## src/rtl/tdm_demux_rx.sv

```systemverilog
// Receive side of the 4:1 single-wire TDM link: tracks the slot count from frame_sync,
// deserialises one bit per slot and presents each complete frame as a parallel word.
module tdm_demux_rx #(
    parameter int N_CH  = 4,
    parameter int SEL_W = $clog2(N_CH)
) (
    input  logic             clk,
    input  logic             rst,
    input  logic             line_in,
    input  logic             frame_sync,
    output logic [SEL_W-1:0] sel_out,
    output logic [N_CH-1:0]  data_out,
    output logic             data_valid,
    output logic             frame_err,
    output logic             locked
);

    typedef enum logic {
        HUNT = 1'b0,
        RUN  = 1'b1
    } state_t;

    localparam logic [SEL_W-1:0] LAST_SLOT = SEL_W'(N_CH - 1);
    localparam logic [SEL_W-1:0] SLOT_ONE  = SEL_W'(1);

    state_t           state_q,  state_d;
    logic [SEL_W-1:0] slot_q,   slot_d;
    logic [N_CH-1:0]  shadow_q, shadow_d;
    logic [N_CH-1:0]  data_q,   data_d;
    logic             valid_q,  valid_d;
    logic             err_q,    err_d;
    logic             locked_q, locked_d;

    always_ff @(posedge clk) begin
        if (rst) begin
            state_q  <= HUNT;
            slot_q   <= '0;
            shadow_q <= '0;
            data_q   <= '0;
            valid_q  <= 1'b0;
            err_q    <= 1'b0;
            locked_q <= 1'b0;
        end else begin
            state_q  <= state_d;
            slot_q   <= slot_d;
            shadow_q <= shadow_d;
            data_q   <= data_d;
            valid_q  <= valid_d;
            err_q    <= err_d;
            locked_q <= locked_d;
        end
    end

    always_comb begin
        state_d  = state_q;
        slot_d   = slot_q;
        shadow_d = shadow_q;
        data_d   = data_q;
        valid_d  = 1'b0;
        err_d    = 1'b0;
        locked_d = locked_q;

        case (state_q)
            HUNT: begin
                if (frame_sync) begin
                    shadow_d[0] = line_in;
                    slot_d      = SLOT_ONE;
                    state_d     = RUN;
                end
            end
            RUN: begin
                if (frame_sync) begin
                    // A sync anywhere but slot 0 abandons the partial frame and restarts here.
                    if (slot_q != '0) begin
                        err_d    = 1'b1;
                        locked_d = 1'b0;
                    end
                    shadow_d[0] = line_in;
                    slot_d      = SLOT_ONE;
                end else if (slot_q == '0) begin
                    err_d    = 1'b1;
                    locked_d = 1'b0;
                    state_d  = HUNT;
                    slot_d   = '0;
                end else begin
                    shadow_d[slot_q] = line_in;
                    if (slot_q == LAST_SLOT) begin
                        data_d   = {line_in, shadow_q[N_CH-2:0]};
                        valid_d  = 1'b1;
                        locked_d = 1'b1;
                        slot_d   = '0;
                    end else begin
                        slot_d = slot_q + SLOT_ONE;
                    end
                end
            end
            default: begin
                state_d = HUNT;
                slot_d  = '0;
            end
        endcase
    end

    assign sel_out    = slot_q;
    assign data_out   = data_q;
    assign data_valid = valid_q;
    assign frame_err  = err_q;
    assign locked     = locked_q;

endmodule

```

## config.mk

```make
export PLATFORM = sky130hd
export DESIGN_NAME = tdm_demux_rx
export DESIGN_NICKNAME = d
export VERILOG_FILES = /design/src/rtl/tdm_demux_rx.sv
export SDC_FILE = /design/constraint.sdc
export NUM_CORES = 1
export LEC_CHECK = 0
export ABC_AREA = 1
export BUFFER_PORTS_ARGS = -buffer_cell sky130_fd_sc_hd__buf_2
export CORE_AREA = 2 2 39 41
export CTS_CLUSTER_DIAMETER = 200
export DETAILED_ROUTE_END_ITERATION = 10
export DIE_AREA = 0 0 41 43
export GPL_ROUTABILITY_DRIVEN = 1
export GPL_TIMING_DRIVEN = 0
export PLACE_DENSITY = 0.68
export SETUP_SLACK_MARGIN = 0.5
export SKIP_LAST_GASP = 1
export SYNTH_ARGS = -nofsm -noshare
export SYNTH_HDL_FRONTEND = slang
export SYNTH_SLANG_ARGS = --single-unit
export TNS_END_PERCENT = 20
```

## constraint.sdc

```tcl
create_clock -name clk -period 1.4 [get_ports clk]
set_input_delay 0.21 -clock clk [delete_from_list [all_inputs] [get_ports clk]]
set_output_delay 0.21 -clock clk [all_outputs]
set_load 0.05 [all_outputs]
```

==> flow_summary.yaml, run 1 <==
yosys:
  synth_fp_nets: 85
  ys_types: 15
  yosysSeqAreaShare_pct: 40.9
  synth_top_area_share_pct: 40.9
  ys_warn_count: 0
  yosys-top-cells-area: "dfxtp_1, ha_1, a21oi_1"
  synth_edf_count: 0
  syn_inst: 74
  ys_top_cells_by_count: "dfxtp_1, nand2_1, a21oi_1"
  synth_top_area_cell: "dfxtp_1"
  synth_area_um2: 636
  syn_avg_cell_area_um2: 8.59
  synthArstFlopShare_pct: 0
  yosys_most_used_dff: "dfxtp_1"
  ys_ff_latch: 13
critical_path:
  critPathTopFamily: "flip-flops"
  startpoint_type: "flip-flop"
  crit_buf_inv: 3
  path_cells: "inv_4, ha_4, inv_2, ha_4, buf_6, nand3_4, nand2_1, a21oi_1"
  critPathMaxFanout: 5
  r2r_cells: 8
  slowest_stage: "dfxtp_4"
  rr_endpoint: "data_out[0]"
  crit_top_cell: "ha_4"
  path_class: "reg2reg"
  slowest_delay_ps: 380
  cp_data_arrival_time_ps: 1360
  r2r-start: "sel_out[0]"
  rrSetupSlack_ps: 210
  worstSetupEndpointType: "flip-flop"
  worstPathRequired_ps: 1570
placement:
  dp_hpwl_um: 819
  placed_cells: 102
  placed_area_um2: 764
  numPortBuffers: 12
  gp_congestion: 0.764
worst_hold_path:
  hold_start: "rst"
  whs_path_depth: 2
  hold-path-endpoint: "data_out[3]"
  hold_path.class: "in2reg"
sta:
  slew_headroom_pct: 82.2
  setup_viol: 0
  slew_viol_final: 0
  tns_ps: 0
  worst_slew_pin_slew_ps: 268
  fin_crit_ps: 1190
  clock_skew_ps: 3.01
  period_share_pct: 85.0
  finalHoldViolCount: 0
  fmax_mhz: 840
  rsz0062_at_grt: "yes"
grt:
  grt-ovfl-total: 0
  grt_usage_pct: 18.2
  grt_pass1_wl_mm: 2.07
  first_global_vias: 495
  grt_antenna_before_repair: 0
  grt_max_degree: 11
clock_tree:
  htree_num_levels: 1
  cts_made_buffers: 3
  cts.sinks: 13
  cts_max_path_buffers: 2
  cts.clk_slew.worst_paths_ps: 80
  cts_tree: "built"
  root_buffer: "clkbuf_4"
  cts_hold_buf: 0
  insertion_delay_ps: 280
detailed_routing:
  wire_per_inst_um: 11.2
  route.vias.total: 572
  drt-initial-drc-count: 8
  antenna_left: 0
  first_pass_iters: 4
  avgViaCountPerCell: 4.97
  wl_mm: 1.29
  drc_errors: 0
layout:
  fin_nets: 111
  finalInstanceArea_um2: 865
  final_cells: 115
  antennaDiodeCount: 0
  area_growth_pct: 36.0
  fillers: 122
  layout-drive-gt1-share_pct: 42.4
floorplanning:
  ios: 13
  std_cell_rows: 14
  fp.coreArea_um2: 1380
  die_x_um: 41
  start_util_pct: 45.9
  dieArea_um2: 1760
  die_y_um: 43
flow_run:
  maxCapViolCount: 0
outcome:
  status: "completed"
pwr:
  p_per_area_nw_per_um2: 858
  leakagePower_nw: 0.381
  irDropWorstVdd_mv: 0.446
==> worst max-delay path by stage <==
stage / from / depth (start not counted) / end / slack, ps
global placement: sel_out[1] / 8 / data_out[0] / 200
global route: sel_out[1] / 8 / data_out[3] / 150
floorplan: sel_out[1] / 8 / data_out[0] / 140
detailed placement: sel_out[1] / 8 / data_out[1] / 190
CTS: sel_out[0] / 8 / data_out[2] / 210
finish: sel_out[0] / 8 / data_out[0] / 210
==> per-stage QoR <==
step / utilization (%) / total power, mW / hold slack (ps) / setup slack (ps)
after floorplan: - / 0.468 / 279 / 138
after global placement: 55.2 / 0.491 / 412 / 199
after detailed placement: 55.2 / 0.492 / 412 / 192
after CTS: 61.8 / 0.748 / 106 / 206
after global routing: 62.5 / 0.776 / 109 / 151
final: 62.5 / 0.742 / 113 / 210
==> where the power goes <==
group | internal [mW] | total [mW] | switching, mW
combinational | 0.0532 | 0.123 | 0.0695
clock | 0.111 | 0.239 | 0.129
sequential | 0.375 | 0.380 | 0.00549
total | 0.539 | 0.742 | 0.204
==> metal layers <==
| metal | vias up | share of wire [%] | global-route usage, % |
|---|---|---|---|
| met5 | - | 0 | 0 |
| met4 | 0 | 2.4 | 12.0 |
| met3 | 4 | 6.1 | 6.28 |
| met2 | 19 | 47 | 27.5 |
| met1 | 253 | 44 | 20.3 |
| li1 | 296 | - | - |
==> final cells by class <==
class	count	area (um2)	share of cell area (%)
Tap cell	16	20.0	2.32
Multi-Input combinational cell	49	340	39.4
Clock buffer	4	26.3	3.04
Timing Repair Buffer	21	128	14.8
Inverter	8	35.0	4.05
Sequential cell	13	268	31.0
Buffer	4	47.5	5.50
==> registers in the layout (all words and copies together) (netlist names) <==
name,count
data_out,4
data_valid,1
frame_err,1
locked,1
sel_out,2
shadow_q,3
state_q,1
==> what timing repair did <==
item | CTS | global route
pin swaps | 3 | 3
endpoints found under the setup margin | 22 | 22
setup buffers | 8 | 0
gates resized for setup | 0 | 3
cloned | 1 | 0
==> logic make-up after synthesis <==
| family | Yosys count | share of synthesized area [%] |
|---|---|---|
| DFF | 13 | 40.9 |
| and+or+nand+nor | 29 | 22.2 |
| adders and majority gates | 7 | 13.8 |
| buffers and inverters | 12 | 11.6 |
| AOI/OAI and AO/OA | 13 | 11.4 |
==> cells in the final DEF (no fill, tap or decap), drive strengths merged <==
master / count
buf: 25
nand2: 13
nand3: 6
a21oi: 13
inv: 8
nand4: 6
nor2: 4
clkbuf: 4
dfxtp: 13
ha: 7
(Power assumes the default switching activity.)
==> run 2: changes to the inputs <==
ABC_AREA = default   (was 1)
PLACE_DENSITY = 0.63   (was 0.68)
==> run 2 against run 1 <==
  * Flip-flop and latch count did not move
  * Sequential power about the same
  * Fmax down 2.9%
  * Critical path depth shrank 1
  * Combinational power fell by 26%
  * Count of clock-buffer cells in the layout unchanged
  * Area after synthesis is 8.7% lower
  * Final cell count shrank 19%
  * Global-route usage decreased by 4.1 points
  * Synthesized cell count down 23%
  * Final area decreased by 12%
  * Highest routed layer unchanged
==> flow_summary.yaml, run 2 <==
critical_path:
  critPathMaxFanout: 5
  worstSetupEndpointType: "flip-flop"
  r2r_cells: 7
  worstPathRequired_ps: 1560
  path_class: "reg2reg"
  cp_data_arrival_time_ps: 1390
  startpoint_type: "flip-flop"
clock_tree:
  cts_hold_buf: 0
  cts.sinks: 13
  cts_made_buffers: 3
  htree_num_levels: 1
  cts_max_path_buffers: 2
  insertion_delay_ps: 270
  cts.clk_slew.worst_paths_ps: 80
  cts_tree: "built"
  root_buffer: "clkbuf_4"
layout:
  final_cells: 93
  antennaDiodeCount: 0
  fin_nets: 89
  final_cell_mix: "buf_2, dfxtp_1, mux2i_1, nor2_1, ha_1"
  area_growth_pct: 30.4
  largest_register_ffs: 4
  final_common_cell: "buf_2"
  fillers: 138
  layout-drive-gt1-share_pct: 37.7
yosys:
  synth_edf_count: 0
  ys_top_cells_by_count: "dfxtp_1, mux2i_1, nor2_1"
  ys_types: 16
  ys_ff_latch: 13
  synth_top_area_cell: "dfxtp_1"
  syn_inst: 57
  yosysSeqAreaShare_pct: 44.8
  yosys_most_used_dff: "dfxtp_1"
  yosysMostFrequentCell: "dfxtp_1"
  ys_warn_count: 0
  synth_fp_nets: 68
  yosys-top-cells-area: "dfxtp_1, ha_1, mux2i_1"
  synth_top_area_share_pct: 44.8
  synth_area_um2: 581
  syn_avg_cell_area_um2: 10.2
  synthArstFlopShare_pct: 0
sta:
  fmax_mhz: 816
  fin_crit_ps: 1230
  worst_slew_pin_slew_ps: 247
  clock_skew_ps: 2.11
  setup_viol: 0
  slew_viol_final: 0
  rsz0062_at_grt: "yes"
  period_share_pct: 87.6
  finalHoldViolCount: 0
  tns_ps: 0
  slew_headroom_pct: 83.7
detailed_routing:
  routed-wl-met3_um: 46
  top_layer_used: "met4"
  first_pass_iters: 2
  drt-initial-drc-count: 4
  drc_errors: 0
  wire_per_inst_um: 10.8
  antenna_left: 0
  wl_mm: 1.01
  avgViaCountPerCell: 4.81
  route.vias.total: 447
  wl_met2_um: 506
  wl_met1_um: 440
grt:
  grt-ovfl-total: 0
  grt_antenna_before_repair: 0
  grt_usage_pct: 14.1
  grt_max_degree: 11
  grt_pass1_wl_mm: 1.60
  first_global_vias: 391
placement:
  numPortBuffers: 12
  placed_cells: 85
  dp_hpwl_um: 711
  gp_congestion: 0.759
floorplanning:
  ios: 13
  fp.coreArea_um2: 1380
  die_y_um: 43
  start_util_pct: 42.0
  std_cell_rows: 14
  dieArea_um2: 1760
  die_x_um: 41
pwr:
  irDropWorstVdd_mv: 0.422
  p_per_area_nw_per_um2: 925
  leakagePower_nw: 0.379
  power_mw: 0.700
outcome:
  status: "completed"
worst_hold_path:
  hold_path.class: "in2reg"
  whs_path_depth: 2
flow_run:
  maxCapViolCount: 0
[run 2: changes by cell type after synthesis, sizes merged, moves of 2 or more]
cell / previous run / this run
buf: 4 / 2
nand3: 6 / 3
inv: 8 / 5
nand2: 13 / 3
a21oi: 13 / 3
nand4: 6 / 0
mux2i: 0 / 8
nor2: 4 / 8
[run 2: cells by family (layout without fill, tap and decap cells)]
family                     count (synthesis)  in the layout  synth area share [%]
and+or+nand+nor                           16             16                  13.8
DFF                                       13             13                  44.8
muxes                                      8              8                  13.8
adders and majority gates                  7              7                  15.1
buffers and inverters                      7             27                  6.03
AOI/OAI and AO/OA                          6              6                  6.47
[run 2: cell type report]
class / instances / area, um2 / share of cell area (%)
Multi-Input combinational cell: 37 / 310 / 41.0
Tap cell: 16 / 20.0 / 2.64
Sequential cell: 13 / 268 / 35.4
Inverter: 5 / 26.3 / 3.47
Clock buffer: 4 / 26.3 / 3.47
Timing Repair Buffer: 16 / 90.1 / 11.9
Buffer: 2 / 16.3 / 2.15
[run 2: final timing paths]
path / slack (ps) / startpoint / endpoint
setup reg to reg: 170 / sel_out[1] / data_out[3]
setup / recovery: 170 / sel_out[1] / data_out[3]
hold / removal: 130 / frame_sync / sel_out[1]
hold reg to reg: 490 / shadow_q[0] / shadow_q[0]
[run 2: repair_timing]
action	in CTS	in global routing
setup buffers	3	1
gates resized for setup	1	0
endpoints found under the setup margin	22	22
pin swaps	2	1
[run 2: metal layers]
layer / up-vias / track usage, %
met5: - / 0
met4: 0 / 10.0
met3: 2 / 4.71
met2: 11 / 21.3
met1: 206 / 15.5
li1: 228 / -
[run 2: per-stage QoR]
stage	instance area, um2	setup slack, ps	hold WS [ps]	util [%]
after floorplan	618	129	277	-
after global placement	698	175	420	50.5
after detailed placement	698	156	413	50.5
after CTS	749	169	134	54.2
after global routing	757	113	122	54.7
final	757	174	133	54.7
[run 2: power breakdown]
part | switching, mW | internal, mW | leakage [nW] | total [mW]
Combinational | 0.0555 | 0.0355 | 0.257 | 0.0910
Sequential | 0.00718 | 0.375 | 0.107 | 0.383
Clock | 0.116 | 0.110 | 0.0150 | 0.226
[run 2: worst max-delay path: stages, from the launching register on]
cell and delay [ps]:
dfxtp_4 370, inv_4 70, ha_4 130, inv_4 30, ha_4 160, nand3_4 90
mux2i_1 200, nor2_1 50
==> run 3: changes to the inputs <==
--- a/config.mk
+++ b/config.mk
@@ -8,9 +8,10 @@
 export BUFFER_PORTS_ARGS = -buffer_cell sky130_fd_sc_hd__buf_2
-export CORE_AREA = 2 2 39 41
+export CORE_ASPECT_RATIO = 0.75
+export CORE_MARGIN = 2
+export CORE_UTILIZATION = 30
 export CTS_CLUSTER_DIAMETER = 200
 export DETAILED_ROUTE_END_ITERATION = 10
-export DIE_AREA = 0 0 41 43
 export GPL_ROUTABILITY_DRIVEN = 1
 export GPL_TIMING_DRIVEN = 0
-export PLACE_DENSITY = 0.63
+export PLACE_DENSITY = 0.46
 export SETUP_SLACK_MARGIN = 0.5
--- a/constraint.sdc
+++ b/constraint.sdc
@@ -3,2 +3,2 @@
 set_output_delay 0.21 -clock clk [all_outputs]
-set_load 0.05 [all_outputs]
+set_load 0.1 [all_outputs]
==> run 3 against run 2 <==
  * Final area increased by 5.3%
  * Sequential share of layout area is 1.8 points lower
  * Critical path type unchanged
  * Critical endpoint unchanged
  * Sequential power about the same
  * Utilization is 9.7 points lower
  * Die area is 31% higher
==> flow_summary.yaml, run 3 (same netlist as run 2, synthesis figures left out) <==
clock_tree:
  cts_made_buffers: 3
  cts.sinks: 13
  cts_tree: "built"
  insertion_delay_ps: 270
  cts.clk_slew.worst_paths_ps: 70
  cts_hold_buf: 0
  root_buffer: "clkbuf_4"
  cts_max_path_buffers: 2
  htree_num_levels: 1
detailed_routing:
  wl_mm: 1.15
  first_pass_iters: 3
  route.vias.total: 436
  wire_per_inst_um: 11.5
  antenna_left: 0
  drt-initial-drc-count: 9
  avgViaCountPerCell: 4.36
  drc_errors: 0
sta:
  setup_viol: 0
  slew_viol_final: 0
  rsz0062_at_grt: "yes"
  worst_slew_pin_slew_ps: 484
  finalHoldViolCount: 0
  slew_headroom_pct: 67.9
  period_share_pct: 88.4
  fin_crit_ps: 1240
  fmax_mhz: 808
  hold_slack_ps: 145
  clock_skew_ps: 1.30
  tns_ps: 0
floorplanning:
  ios: 13
  dieArea_um2: 2310
  die_y_um: 42.1
  std_cell_rows: 13
  start_util_pct: 32.7
  fp.coreArea_um2: 1770
  die_x_um: 54.8
pwr:
  irDropWorstVdd_mv: 0.402
  p_per_area_nw_per_um2: 920
  leakagePower_nw: 0.390
layout:
  multi_input_comb_area_um2: 310
  seqCellArea_um2: 268
  area_growth_pct: 37.3
  final_cell_mix: "dfxtp_1, buf_4, buf_2, mux2i_1, nor2_1"
  fillers: 179
  final_common_cell: "dfxtp_1"
  largest_register_ffs: 4
  fin_nets: 90
  layout-drive-gt1-share_pct: 38.5
  antennaDiodeCount: 0
grt:
  first_global_vias: 423
  grt-ovfl-total: 0
  grt_max_degree: 11
  grt_usage_pct: 12.0
  grt_antenna_before_repair: 0
  grt_pass1_wl_mm: 1.92
outcome:
  status: "completed"
flow_run:
  maxCapViolCount: 0
critical_path:
  rr_endpoint: "data_out[3]"
  r2r-start: "sel_out[1]"
  worstSetupEndpointType: "flip-flop"
  startpoint_type: "flip-flop"
  worstPathRequired_ps: 1570
  cp_data_arrival_time_ps: 1400
  path_class: "reg2reg"
  critPathMaxFanout: 5
  r2r_cells: 7
  rrSetupSlack_ps: 160
placement:
  dp_hpwl_um: 863
  gp_congestion: 0.760
  numPortBuffers: 12
worst_hold_path:
  hold_path.class: "in2reg"
  whs_path_depth: 2
  hold-path-endpoint: "shadow_q[0]"
  hold_start: "rst"
run 3: changes by cell type in the layout (fill, tap and decap cells not counted):
| cell | delta |
|---|---|
| buf_12 | +1 |
| buf_2 | -5 |
| buf_4 | +5 |
run 3: power breakdown:
part           internal, mW  leakage (nW)  switching (mW)
clock network         0.110        0.0150           0.117
logic                0.0482         0.268          0.0740
registers             0.375         0.107         0.00739
total                 0.534         0.390           0.199
run 3: repair_timing:
item	in CTS	in global routing
gates resized for setup	9	0
pin swaps	0	2
endpoints found under the setup margin	22	22
buffers inserted	5	0
run 3: critical path, stage by stage, from the launching register on:
cell     delay [ps]
dfxtp_4         370
inv_4            70
ha_4            140
inv_4            40
ha_4            170
nand3_4         100
mux2i_1         210
nor2_1           50
run 3: worst max-delay path by stage:
stage	start	to	slack, ps	cells past startpoint
global route	sel_out[0]	data_out[0]	80	7
detailed placement	sel_out[1]	data_out[3]	140	7
finish	sel_out[1]	data_out[3]	160	7
CTS	data_out[2]	data_out[2]	150	1
global placement	sel_out[1]	data_out[2]	150	7
floorplan	sel_out[0]	data_out[0]	9	7
run 3: layer usage:
metal	share of wire, %	vias up	track usage (%)
li1	-	232	-
met1	53	192	16.6
met2	41	10	15.0
met3	5.3	2	6.79
met4	0.79	0	4.50
met5	0	-	0
run 3: metrics by stage:
stage,util (%),power [mW],std cells,cell area (um2),setup WS (ps)
after floorplan,-,0.469,57,618,9.41
after CTS,45.0,0.749,100,797,152
after detailed placement,39.8,0.493,91,706,144
final,45.0,0.733,100,797,162
after global placement,39.8,0.494,91,706,148
after global routing,45.0,0.779,100,797,77.3
run 3: area by class of cell:
cell class	instances	area share, %
flip-flops and latches	13	33.6
clock buffers	4	3.30
multi-input cells	37	38.9
repair buffers	17	15.4
well taps	22	3.45
plain buffers	2	2.04
inverters	5	3.30
